`config.mk`:
```
export PLATFORM = sky130hd
export DESIGN_NAME = bus_arbiter_rr
export DESIGN_NICKNAME = d
export VERILOG_FILES = /design/src/rtl/bus_arbiter_rr.sv
export SDC_FILE = /design/constraint.sdc
export NUM_CORES = 1
export LEC_CHECK = 0
export ABC_CLOCK_PERIOD_IN_PS = 2500
export BUFFER_PORTS_ARGS = -buffer_cell sky130_fd_sc_hd__clkbuf_2
export CAP_MARGIN = 20
export CORE_AREA = 5 5 42 44
export DETAILED_ROUTE_END_ITERATION = 7
export DIE_AREA = 0 0 47 49
export GPL_TIMING_DRIVEN = 0
export PLACE_DENSITY = 0.71
export SLEW_MARGIN = 25
export SYNTH_ARGS = -nofsm -noshare
export SYNTH_HDL_FRONTEND = slang
export SYNTH_SLANG_ARGS = --single-unit
export TNS_END_PERCENT = 5
```
`constraint.sdc`:
```
create_clock -name clk -period 2.5 [get_ports clk]
set_input_delay 0.375 -clock clk [delete_from_list [all_inputs] [get_ports clk]]
set_output_delay 0.375 -clock clk [all_outputs]
set_load 0.1 [all_outputs]
```
`src/rtl/bus_arbiter_rr.sv`:
```
// Round-robin bus arbiter: holds a one-hot grant until the slave acks, then rotates priority.
// Optional grant watchdog enabled by defining ARB_TIMEOUT_EN.
module bus_arbiter_rr #(
  parameter int unsigned N       = 4,
  parameter int unsigned TIMEOUT = 16
) (
  input  logic                 clk,
  input  logic                 reset,
  input  logic [N-1:0]         bus_req,
  input  logic                 bus_ack,
  output logic [N-1:0]         bus_grant,
  output logic [$clog2(N)-1:0] grant_id,
  output logic                 busy,
  output logic                 timeout_err
);

  localparam int unsigned IdW = $clog2(N);
  localparam logic [IdW-1:0] LastId = IdW'(N - 1);

  if (N < 2 || TIMEOUT < 4) begin : g_bad_params
    $error("bus_arbiter_rr: N must be >= 2 and TIMEOUT >= 4");
  end

  typedef enum logic {StIdle, StGranted} state_e;

  state_e         state_q, state_d;
  logic [N-1:0]   grant_q, grant_d;
  logic [IdW-1:0] id_q, id_d;
  logic [IdW-1:0] ptr_q, ptr_d;
  logic           busy_q, busy_d;

  // Scan a doubled copy of the request vector so the wrap past N-1 needs no modulo.
  logic [2*N-1:0] req_2x;
  logic [IdW:0]   scan_idx;
  logic [IdW-1:0] win_id;
  logic           found;

  always_comb begin
    req_2x   = {bus_req, bus_req};
    scan_idx = '0;
    win_id   = '0;
    found    = 1'b0;
    for (int unsigned off = 0; off < N; off++) begin
      scan_idx = {1'b0, ptr_q} + (IdW + 1)'(off);
      if (!found && req_2x[scan_idx]) begin
        found  = 1'b1;
        win_id = (scan_idx >= (IdW + 1)'(N)) ? IdW'(scan_idx - (IdW + 1)'(N)) : IdW'(scan_idx);
      end
    end
  end

  logic expired;

`ifdef ARB_TIMEOUT_EN
  localparam int unsigned CntW = $clog2(TIMEOUT + 1);

  // cnt_q holds the number of the current GRANTED cycle (1 in the first one).
  logic [CntW-1:0] cnt_q, cnt_d;
  logic            tmo_q, tmo_d;

  assign expired = (cnt_q == CntW'(TIMEOUT));

  always_comb begin
    cnt_d = cnt_q;
    tmo_d = 1'b0;
    if (state_q == StIdle) begin
      if (|bus_req) cnt_d = CntW'(1);
    end else if (!bus_ack) begin
      if (expired) tmo_d = 1'b1;
      else         cnt_d = cnt_q + 1'b1;
    end
  end

  always_ff @(posedge clk) begin
    if (reset) begin
      cnt_q <= '0;
      tmo_q <= 1'b0;
    end else begin
      cnt_q <= cnt_d;
      tmo_q <= tmo_d;
    end
  end

  assign timeout_err = tmo_q;
`else
  assign expired     = 1'b0;
  assign timeout_err = 1'b0;
`endif

  always_comb begin
    state_d = state_q;
    grant_d = grant_q;
    id_d    = id_q;
    ptr_d   = ptr_q;
    busy_d  = busy_q;
    unique case (state_q)
      StIdle: begin
        if (|bus_req) begin
          state_d         = StGranted;
          grant_d         = '0;
          grant_d[win_id] = 1'b1;
          id_d            = win_id;
          busy_d          = 1'b1;
        end
      end
      StGranted: begin
        // Ack takes priority over expiry; both release and rotate identically.
        if (bus_ack || expired) begin
          state_d = StIdle;
          grant_d = '0;
          id_d    = '0;
          busy_d  = 1'b0;
          ptr_d   = (id_q == LastId) ? '0 : id_q + 1'b1;
        end
      end
      default: state_d = StIdle;
    endcase
  end

  always_ff @(posedge clk) begin
    if (reset) begin
      state_q <= StIdle;
      grant_q <= '0;
      id_q    <= '0;
      ptr_q   <= '0;
      busy_q  <= 1'b0;
    end else begin
      state_q <= state_d;
      grant_q <= grant_d;
      id_q    <= id_d;
      ptr_q   <= ptr_d;
      busy_q  <= busy_d;
    end
  end

  assign bus_grant = grant_q;
  assign grant_id  = id_q;
  assign busy      = busy_q;

endmodule

```
# == After elaboration in Yosys (flattened, before gate mapping) ==
# Index checks and enable logic that the tools add are counted.
# op_classes
reduce_logical,10
bitwise,1
n_eq_ne,3
add_sub_neg,8
magnitude_cmp,10
muxes,34
# ops
operator,count
$mux 2,11
$lt 3x4->1 const B,3
$mux 1,12
$bmux 1 s3,3
$ge 3x3->1 const B,3
$mux 4,2
$pmux 4 s2,1
$sub 2x1->2 const B,4
$add 2x2->3 const B,2
$logic_and 1x1->1,4
$lt 2x4->1 const B,1
$ne 2x2->1 const B,2
$pmux 1 s2,2
$pmux 2 s2,1
$reduce_and 2->1,2
$reduce_or 4->1,1
$add 2x1->3 const B,1
$ge 2x3->1 const B,1
$logic_not 1->1,3
$lt 2x3->1 const B,1
$add 2x1->2 const B,1
$bmux 1 s2,1
$demux 1 s2,1
$eq 2x2->1 const B,1
other kinds (2),2
# word_totals
register_bits,10
wordCells,71

# == Longest topological paths before layout ==
# depth
depth_word,18
mapped_depth,5

# == Least setup slack after synthesis ==
# Ideal clock, no wire load.
# synth_path
path_kind,flip-flop to flip-flop
from,register id_q[0] (netlist: grant_id[0])
to,register ptr_q[0]
required_time_ps,2384
t_arrival_ps,1468
path_stages_with_launch,5
setup_slack_ps,916
cell_sequence,dfxtp_1 -> ha_1 -> nor3_1 -> a21oi_1 -> nor2_1
# synth_between
elab_chain_cells,2
# synth_lines
item,line_no,rtl
"start, declared",28,"logic [IdW-1:0] id_q, id_d;"
"start signal, assigned",130,id_q <= id_d;
$add 2x1->2 / $eq 2x2->1 (equally long branches),113,ptr_d = (id_q == LastId) ? '0 : id_q + 1'b1;
$mux 2 (*),113,
"end signal, assigned",131,ptr_q <= ptr_d;
"end, declared",29,"logic [IdW-1:0] ptr_q, ptr_d;"
# Mark *: on every way between the ends. The rest lies on a longest branch, timed or not.
# A chain may end at the register's enable or synchronous reset.

# == Final worst setup path ==
# layout_path
from,register id_q[0] (netlist: grant_id[0])
to,output grant_id[0]
# layout_lines
item,line_no,rtl
"end, declared",12,"output logic [$clog2(N)-1:0] grant_id,"
# No word-level cell between the ends.

==> run metrics <==
Synth warnings 0; Reg area about 200 µm²; Pins Over Slew Limit 0; Switch Pwr 0.151 mW; final hold vios 0; Post-CTS Hold Buffers 0; CP peak stage delay 0.48 ns; Ant. Diodes 0; Reg power frac 0.436; VDD IR max 0.377 mV; startpoint type of the worst setup path register; DR vias/cell 5.33; final instance area 638 µm²; Top Family by Delay on Critical Path buffers and inverters; CTS max path bufs 2; crit-path cells clkbuf_2; Sum Neg Setup Slack 0 ns; initial DRC count 8; min-delay worst type input port to register; Multi-input gate area 295 µm²; Worst Path Buf+Inv 1; CTS tree built; Tot GR Track Use 0.110; I/O pin count 15; Worst Skew 0.00642 ns; Layout Cells excl Fill 89; Final period util 0.598; Power Density 638 mW/mm²; final RePlAce weighted congestion 0.787; Synth area leader dfxtp_1; internal cell power 0.256 mW; power share of the combinational group 0.305; Inst Count DP 86; Rows 14; net count after synthesis 65; clock net sink count 10; Synth Flop Type dfxtp_1; CP endpoint kind primary output; Post-Syn Area per Cell 9.31 µm²; First-pass DRT Iterations 4; Pleak roughly 0.28 nW; Worst EP required about 2.1 ns; placed cell areas 616 µm²; worst path arrival time 1.12 ns; synthesis-to-finish area growth 20.3%; sequential area share after synthesis 0.377; Synth Register Bits 10; clock latency on the worst-skew pair approximately 0.26 ns; final global-route overflow total 0; vias in the first global route between 400 and 500; Root Driver clkbuf_4; filler cell count 154; Final nets 83; Synth area leaders dfxtp_1, nand4b_1, o41ai_2; Max-Cap Viols 0; Clock power frac 0.259; RSZ-0062 raised after global routing false; Critical-path top delay cell clkbuf_2; Final Setup Violations 0; WS Path Type register to primary output; ANT nets after route 0; largest net degree at the start of global routing 11; EDFF count, synth 0; highest clock rate 0.669 GHz; Async SR Flop Fraction 0; Synth top area share 0.377; normalized max-slew margin 0.640; WHS 0.382 ns; Netlist cell types 28; Detailed Place HPWL around 850 µm; most frequent cells in the layout clkbuf_2, dfxtp_1, a21oi_1, nand4b_1; crit path max fanout 4; run status completed; core outline area ~0.0014 mm²; chip height 49 µm; postcts setup bufs 0; cts bufs inserted 3; most common cell after layout, fill and taps aside clkbuf_2; H-tree levels 1; layout cell share with drive strength beyond 1 0.329; Mapped Area 531 µm²; Post-CTS Resized 0; routed via count 474; total die area 0.00230 mm²; Total Routed Length 1070 µm; global-route wire length before repair between 1500 and 2000 µm; Initial Util 0.379; Synth Instances 57; total power 0.407 mW; IO Port Bufs 13; routed len/inst 12.0 µm; Worst Tran Pin Value between 0.5 and 0.6 ns; clk slew on worst S/H paths approximately 0.06 ns; drt drc 0; Die X 47 µm; initial antenna violation count 0; fin crit period 1.50 ns; Sw Share 0.370
[power groups by stage]
stage	sequential, mW	clock, mW	combinational (mW)
floorplan	0.232	0	0.0488
global placement	0.181	0	0.124
detailed placement	0.181	0	0.124
CTS	0.177	0.109	0.125
global route	0.179	0.118	0.133
finish	0.177	0.105	0.124
[cell families after synthesis]
family | after synthesis | share of synthesized area
other | 1 | 0.00707
multiplexers | 1 | 0.0189
AO/OA/AOI/OAI | 16 | 0.236
buffers and inverters | 4 | 0.0660
flip-flops | 10 | 0.377
AND/OR/NAND/NOR | 24 | 0.271
adder cells (fa/ha/maj) | 1 | 0.0236
[flip-flops by register name, summed over array words and instances, names as in the netlist]
register,flops
bus_grant,4
ptr_q,2
busy,1
grant_id,2
state_q,1
[cell usage after synthesis, types with 2 or more instances]
| cell | instances |
|---|---|
| dfxtp_1 | 10 |
| a21oi_1 | 5 |
| nand4b_1 | 5 |
| nand2_1 | 4 |
| nor2_1 | 4 |
| buf_6 | 2 |
| nand3_1 | 2 |
| nor2b_1 | 2 |
| nor3_1 | 2 |
| o41ai_1 | 2 |
| o41ai_2 | 2 |
[final cells by class]
| class | count | area share |
|---|---|---|
| Multi-Input combinational cell | 43 | 0.463 |
| Sequential cell | 10 | 0.314 |
| Timing Repair Buffer | 13 | 0.102 |
| Buffer | 4 | 0.0549 |
| Clock buffer | 3 | 0.0353 |
| Tap cell | 16 | 0.0314 |
[final timing paths]
kind	startpoint	end	slack, ns	cells past startpoint
hold reg to reg	busy	busy	0.46	2
hold / removal	bus_ack	ptr_q[1]	0.38	3
setup / recovery	grant_id[0]	grant_id[0]	1.00	1
setup reg to reg	ptr_q[1]	bus_grant[3]	1.01	4
[metal layers]
| layer | up-vias | track usage | part of all wire | wire length [µm] |
|---|---|---|---|---|
| li1 | 247 | - | - | - |
| met1 | 215 | 0.125 | 0.46 | 495 |
| met2 | 10 | 0.176 | 0.48 | 516 |
| met3 | 2 | 0.0221 | 0.038 | 40 |
| met4 | 0 | 0.0691 | 0.012 | 13 |
| met5 | - | 0 | 0 | 0 |
[per-stage QoR]
stage / utilization / worst slack (ns)
6_report: 0.455 / 1.00
5_1_grt: 0.455 / 0.905
4_1_cts: 0.455 / 0.997
3_5_place_dp: 0.439 / 0.938
3_3_place_gp: 0.439 / 0.961
2_1_floorplan: - / 0.916
Power figures use the tool's default switching activity.
